--- config.mk ---
export PLATFORM = sky130hd
export DESIGN_NAME = rob_slot_scheduler_flat
export DESIGN_NICKNAME = d
export VERILOG_FILES = /design/src/rtl/rob_slot_scheduler_if.sv /design/src/rtl/rob_slot_scheduler.sv /design/src/flat_wrapper.sv
export SDC_FILE = /design/constraint.sdc
export NUM_CORES = 1
export LEC_CHECK = 0
export BUFFER_PORTS_ARGS = -buffer_cell sky130_fd_sc_hd__buf_2
export CAP_MARGIN = 20
export CORE_MARGIN = 1.5
export CORE_UTILIZATION = 40
export DETAILED_ROUTE_END_ITERATION = 8
export PLACE_DENSITY = 0.66
export SYNTH_ARGS = -nofsm -noshare
export SYNTH_HDL_FRONTEND = slang
export SYNTH_SLANG_ARGS = --single-unit
export TNS_END_PERCENT = 5
--- constraint.sdc ---
create_clock -name clk -period 4.74 [get_ports clk]
set_input_delay 0.948 -clock clk [delete_from_list [all_inputs] [get_ports clk]]
set_output_delay 0.948 -clock clk [all_outputs]
set_load 0.005 [all_outputs]
--- src/rtl/rob_slot_scheduler_if.sv ---
// Handshake bundle between decode/execute and the ROB slot scheduler.
// The scheduler connects through the slave modport.
interface rob_slot_scheduler_if #(
    parameter int IDX_W = 4
) ();
    logic             in_allocate;
    logic [IDX_W-1:0] out_alloc_idx;
    logic             out_alloc_ready;
    logic             out_stall;
    logic             in_complete;
    logic [IDX_W-1:0] in_complete_idx;
    logic             in_complete_exc;
    logic             in_flush_req;
    logic             out_commit;
    logic [IDX_W-1:0] out_commit_idx;
    logic             out_exception;
    logic [IDX_W-1:0] out_exception_idx;
    logic             out_flush;
    logic [IDX_W:0]   out_count;

    modport master (
        output in_allocate, in_complete, in_complete_idx,
        output in_complete_exc, in_flush_req,
        input  out_alloc_idx, out_alloc_ready, out_stall,
        input  out_commit, out_commit_idx, out_exception,
        input  out_exception_idx, out_flush, out_count
    );

    modport slave (
        input  in_allocate, in_complete, in_complete_idx,
        input  in_complete_exc, in_flush_req,
        output out_alloc_idx, out_alloc_ready, out_stall,
        output out_commit, out_commit_idx, out_exception,
        output out_exception_idx, out_flush, out_count
    );
endinterface

--- src/rtl/rob_slot_scheduler.sv ---
// Reorder-buffer slot allocation, completion tracking, in-order retire
// and a two-cycle FLUSH/RECOVER sequence that clears every slot.
module rob_slot_scheduler #(
    parameter int ENTRIES = 16,
    parameter int IDX_W   = 4
) (
    input logic               clk,
    input logic               reset,
    rob_slot_scheduler_if.slave rob
);
    typedef enum logic [1:0] {RUN, FLUSH, RECOVER} state_t;

    localparam logic [IDX_W:0] FULL = (IDX_W+1)'(ENTRIES);

    state_t             state;
    logic [IDX_W-1:0]   head;
    logic [IDX_W-1:0]   tail;
    logic [IDX_W:0]     count;
    logic [ENTRIES-1:0] valid;
    logic [ENTRIES-1:0] done;
    logic [ENTRIES-1:0] exc;

    logic           run;
    logic           alloc_ready;
    logic           alloc_fire;
    logic           head_done;
    logic           commit;
    logic           exception;
    logic           complete_ok;
    logic [IDX_W:0] count_next;

    assign run         = (state == RUN);
    // A flush request pre-empts allocation in the same cycle
    assign alloc_ready = run && (count != FULL) && !rob.in_flush_req;
    assign alloc_fire  = rob.in_allocate && alloc_ready;
    assign head_done   = run && valid[head] && done[head];
    assign commit      = head_done && !exc[head];
    assign exception   = head_done && exc[head];
    assign complete_ok = rob.in_complete && valid[rob.in_complete_idx];

    assign count_next = count
                      + {{IDX_W{1'b0}}, alloc_fire}
                      - {{IDX_W{1'b0}}, commit};

    assign rob.out_alloc_idx     = tail;
    assign rob.out_alloc_ready   = alloc_ready;
    assign rob.out_stall         = rob.in_allocate && !alloc_ready;
    assign rob.out_commit        = commit;
    assign rob.out_commit_idx    = head;
    assign rob.out_exception     = exception;
    assign rob.out_exception_idx = head;
    assign rob.out_flush         = (state == FLUSH);
    assign rob.out_count         = count;

    always_ff @(posedge clk or negedge reset) begin
        if (!reset) begin
            state <= RUN;
            head  <= '0;
            tail  <= '0;
            count <= '0;
            valid <= '0;
            done  <= '0;
            exc   <= '0;
        end else begin
            unique case (state)
                RUN: begin
                    if (complete_ok) begin
                        done[rob.in_complete_idx] <= 1'b1;
                        exc[rob.in_complete_idx]  <= rob.in_complete_exc;
                    end
                    if (alloc_fire) begin
                        valid[tail] <= 1'b1;
                        done[tail]  <= 1'b0;
                        exc[tail]   <= 1'b0;
                        tail        <= tail + 1'b1;
                    end
                    if (commit) begin
                        valid[head] <= 1'b0;
                        head        <= head + 1'b1;
                    end
                    count <= count_next;
                    if (rob.in_flush_req || exception) begin
                        state <= FLUSH;
                    end
                end
                FLUSH: begin
                    head  <= '0;
                    tail  <= '0;
                    count <= '0;
                    valid <= '0;
                    done  <= '0;
                    exc   <= '0;
                    state <= RECOVER;
                end
                RECOVER: begin
                    state <= RUN;
                end
                default: begin
                    state <= RUN;
                end
            endcase
        end
    end
endmodule

--- src/flat_wrapper.sv ---
// flat-port wrapper written by rule: the top's interface ports become plain ports
module rob_slot_scheduler_flat 
#(
    parameter int ENTRIES = 16,
    parameter int IDX_W   = 4
)
  (clk, reset, rob_in_allocate, rob_in_complete, rob_in_complete_idx, rob_in_complete_exc, rob_in_flush_req, rob_out_alloc_idx, rob_out_alloc_ready, rob_out_stall, rob_out_commit, rob_out_commit_idx, rob_out_exception, rob_out_exception_idx, rob_out_flush, rob_out_count);
  rob_slot_scheduler_if #(.IDX_W(IDX_W)) rob_i ();
  input logic clk;
  input logic reset;
  input wire logic [$bits(rob_i.in_allocate)-1:0] rob_in_allocate;
  input wire logic [$bits(rob_i.in_complete)-1:0] rob_in_complete;
  input wire logic [$bits(rob_i.in_complete_idx)-1:0] rob_in_complete_idx;
  input wire logic [$bits(rob_i.in_complete_exc)-1:0] rob_in_complete_exc;
  input wire logic [$bits(rob_i.in_flush_req)-1:0] rob_in_flush_req;
  output wire logic [$bits(rob_i.out_alloc_idx)-1:0] rob_out_alloc_idx;
  output wire logic [$bits(rob_i.out_alloc_ready)-1:0] rob_out_alloc_ready;
  output wire logic [$bits(rob_i.out_stall)-1:0] rob_out_stall;
  output wire logic [$bits(rob_i.out_commit)-1:0] rob_out_commit;
  output wire logic [$bits(rob_i.out_commit_idx)-1:0] rob_out_commit_idx;
  output wire logic [$bits(rob_i.out_exception)-1:0] rob_out_exception;
  output wire logic [$bits(rob_i.out_exception_idx)-1:0] rob_out_exception_idx;
  output wire logic [$bits(rob_i.out_flush)-1:0] rob_out_flush;
  output wire logic [$bits(rob_i.out_count)-1:0] rob_out_count;
  assign rob_i.in_allocate = rob_in_allocate;
  assign rob_i.in_complete = rob_in_complete;
  assign rob_i.in_complete_idx = rob_in_complete_idx;
  assign rob_i.in_complete_exc = rob_in_complete_exc;
  assign rob_i.in_flush_req = rob_in_flush_req;
  assign rob_out_alloc_idx = rob_i.out_alloc_idx;
  assign rob_out_alloc_ready = rob_i.out_alloc_ready;
  assign rob_out_stall = rob_i.out_stall;
  assign rob_out_commit = rob_i.out_commit;
  assign rob_out_commit_idx = rob_i.out_commit_idx;
  assign rob_out_exception = rob_i.out_exception;
  assign rob_out_exception_idx = rob_i.out_exception_idx;
  assign rob_out_flush = rob_i.out_flush;
  assign rob_out_count = rob_i.out_count;
  rob_slot_scheduler #(.ENTRIES(ENTRIES), .IDX_W(IDX_W)) u_core (.clk(clk), .reset(reset), .rob(rob_i));
endmodule
==> metrics.md <==
| Metric | Value |
|---|---|
| CP Max Fanout | `16` |
| Max_slew headroom | `0.496` |
| Vias in the first global route | `3,271` |
| Antenna violations before repair | `0` |
| PwrDens | `350 nW/µm²` |
| TritonCTS clock tree | `done` |
| Area leader, netlist | `dfrtp_1` |
| Cells after Synth | `442` |
| Final Setup Violations | `0` |
| Lkg Pwr | `2.04 nW` |
| Netlist cell types | `43` |
| Syn Nets | `466` |
| Synth area leaders | `dfrtp_1 (40%), mux4_2 (9.1%), o21ai_0 (6.9%)` |
| Postcts setup bufs | `0` |
| # hold bufs at CTS | `0` |
| Total power | `1.54 mW` |
| Layout cells sized above 1 | `0.159` |
| Post-synth top area share | `0.398` |
| Wire per inst | `19.1 µm` |
| Cell area after synthesis | `3960 µm²` |
| Max-slew violations | `0` |
| Fmax | `0.269 GHz` |
| Number of port buffers | `31` |
| Worst path arrival time | `2760 ps` |
| PostCTS Resize Cnt | `0` |
| 1st-iter DRT viols | `392` |
| Post-synth EDFFs | `0` |
| Register bit total from synthesis | `63` |
| I/O pin count | `32` |
| Sequential-to-total area share from yosys stat | `0.398` |
| Fin util | `0.454` |
| Row cnt | `36` |
| Clock tree buffer depth | `2` |
| Worst Skew | `5.28 ps` |
| Startpoint Class | `flip-flop` |
| Dpl cells | `583` |
| Avg Vias per Cell | `6.03` |
| Unrepaired setup endpoints after global routing | `false` |
| Syn avg cell area | `8.97 µm²` |
| Total gr overflow | `0` |
| Critical Path RT | `3790 ps` |
| Top_reg_cell synth | `dfrtp_1` |
| RePlAce Congestion | `0.950` |
| Worst-skew pair later-pin latency | `350 ps` |
| Ys Warns | `0` |
| Status | `complete, no violations` |
| Final nets | `485` |
| Detailed-placement wirelength estimate | `7940 µm` |
| Initial core utilization | `0.409` |
| Clk sinks | `63` |
| Layout fillers | `923` |
| Tcrit/Tclk final | `0.783` |
| Type of destination of the critical path | `primary output` |
| Total vias in the final route | `3,611` |
| First-pass GRT wire length | `18,500 µm` |
| Max cap viols | `0` |
| Total CTS buffers | `9` |
| Async SR Flop Fraction | `1.00` |
| # diodes | `0` |
| Layout area overhead | `10.9%` |
| Tot GR Track Use | `0.235` |
| CTS root buf | `clkbuf_8` |
| H-tree depth | `3` |
| Clock slew at reported path FFs | `70 ps` |
| Die Y | `103 µm` |
| Finished Layout Cells | `599` |
| Die Area | `10,500 µm²` |
| Residual DRC | `0` |
| Minimum clock period | `3710 ps` |
| Hold Vio Cnt, Final | `0` |
| Worst Hold Class | `reg2reg` |
| Core Region | `9680 µm²` |
| Setup TNS | `0 ps` |
| Worst Tran Pin Value | `756 ps` |
| Drt pass-1 iters | `6` |
| Kind of critical path | `reg2out` |
| Die X | `103 µm` |
| Routed WL | `11,400 µm` |
| Post-route ant nets | `0` |
| Max VDD drop | `0.256 mV` |
| Flop2flop setup slack | `1050 ps` |
| Largest net degree at the start of global routing | `60` |
area by class of cell:
type / instances / area [µm²] / share of cell area
clock inverter: 5 / 81.3 / 0.0185
multi-input combinational: 339 / 2190 / 0.498
clock buffer: 11 / 141 / 0.0322
tap: 133 / 166 / 0.0379
sequential: 63 / 1580 / 0.359
inverter: 11 / 41.3 / 0.00940
timing repair buffer: 37 / 200 / 0.0456
cells in the final DEF (no fill, tap or decap), types with 4 or more instances in the layout:
cell type / synthesis / routed
a21o_1: 5 / 5
a22oi_1: 12 / 12
a31oi_1: 4 / 4
and2_1: 6 / 6
and3_1: 5 / 5
buf_2: 1 / 31
buf_4: 6 / 6
clkbuf_8: 0 / 10
dfrtp_1: 63 / 63
ha_1: 13 / 13
inv_1: 10 / 10
mux2i_1: 5 / 5
mux4_2: 16 / 16
nand2_1: 54 / 54
nand2b_1: 8 / 8
nand4_1: 7 / 7
nor2_1: 72 / 72
nor2b_1: 8 / 8
nor3_1: 6 / 6
o21ai_0: 55 / 55
o21ai_1: 14 / 14
o31ai_1: 18 / 18
xnor2_1: 4 / 4
xor2_1: 4 / 4
cells by family (layout without fill, tap and decap cells):
group,after synthesis,in the layout,share of synthesized area
simple gates,180,180,0.207
fa+ha+maj,14,14,0.0461
mux,22,22,0.107
xor+xnor,8,8,0.0177
flops,63,63,0.398
buf+inv,40,64,0.0505
compound gates,115,115,0.174
per-stage QoR:
| stage | setup slack [ps] | area, µm² | hold slack [ps] |
|---|---|---|---|
| 6_report | 1030 | 4390 | 498 |
| 5_1_grt | 836 | 4390 | 526 |
| 4_1_cts | 1040 | 4390 | 504 |
| 3_5_place_dp | 1110 | 4170 | 486 |
| 3_3_place_gp | 1200 | 4170 | 489 |
| 2_1_floorplan | 1320 | 3960 | 451 |
power by group:
part / total (mW) / switching (mW) / internal [mW]
clock network: 0.541 / 0.230 / 0.311
logic: 0.378 / 0.224 / 0.154
registers: 0.621 / 0.0478 / 0.573
synthesized netlist by cell type, types with 4 or more instances:
cell and instances:
clkbuf_1 16, nor2b_1 8, o31ai_1 18, o21ai_0 55
nor2_1 72, buf_4 6, nand4_1 7, dfrtp_1 63
xnor2_1 4, and3_1 5, nor3_1 6, a22oi_1 12
a31oi_1 4, and2_1 6, mux2i_1 5, o21ai_1 14
xor2_1 4, inv_1 10, nand2b_1 8, mux4_2 16
a21o_1 5, nand2_1 54, ha_1 13
layer usage:
metal	vias to the layer above	track usage	wire length [µm]
met5	-	0	0
met4	0	0.0801	301
met3	40	0.0610	1050
met2	245	0.353	5200
met1	1716	0.332	4890
li1	1610	-	-
flip-flops by register name, indices dropped and copies added, names as in the netlist:
| signal | count |
|---|---|
| u_core.rob.out_count | 5 |
| u_core.rob.out_commit_idx | 4 |
| u_core.exc | 16 |
| u_core.state | 2 |
| u_core.rob.out_alloc_idx | 4 |
| u_core.done | 16 |
| u_core.valid | 16 |
worst max-delay path: stages (launching register included):
cell	delay, ps
dfrtp_1	770
buf_4	270
mux4_2	500
nor3_1	180
a21oi_1	70
and4_1	270
buf_4	200
buf_2	140
path summary, 6_finish.rpt:
| kind | startpoint | to | cells after the start |
|---|---|---|---|
| max | u_core.rob.out_commit_idx[1] | rob_out_commit | 7 |
| max in group asynchronous | reset | u_core.valid[0] | 2 |
| min reg2reg | u_core.done[5] | u_core.done[5] | 2 |
| min | u_core.done[5] | u_core.done[5] | 2 |
| max reg2reg | u_core.rob.out_commit_idx[1] | u_core.rob.out_count[4] | 15 |
| min in group asynchronous | reset | u_core.exc[2] | 1 |
(Power assumes the default switching activity.)
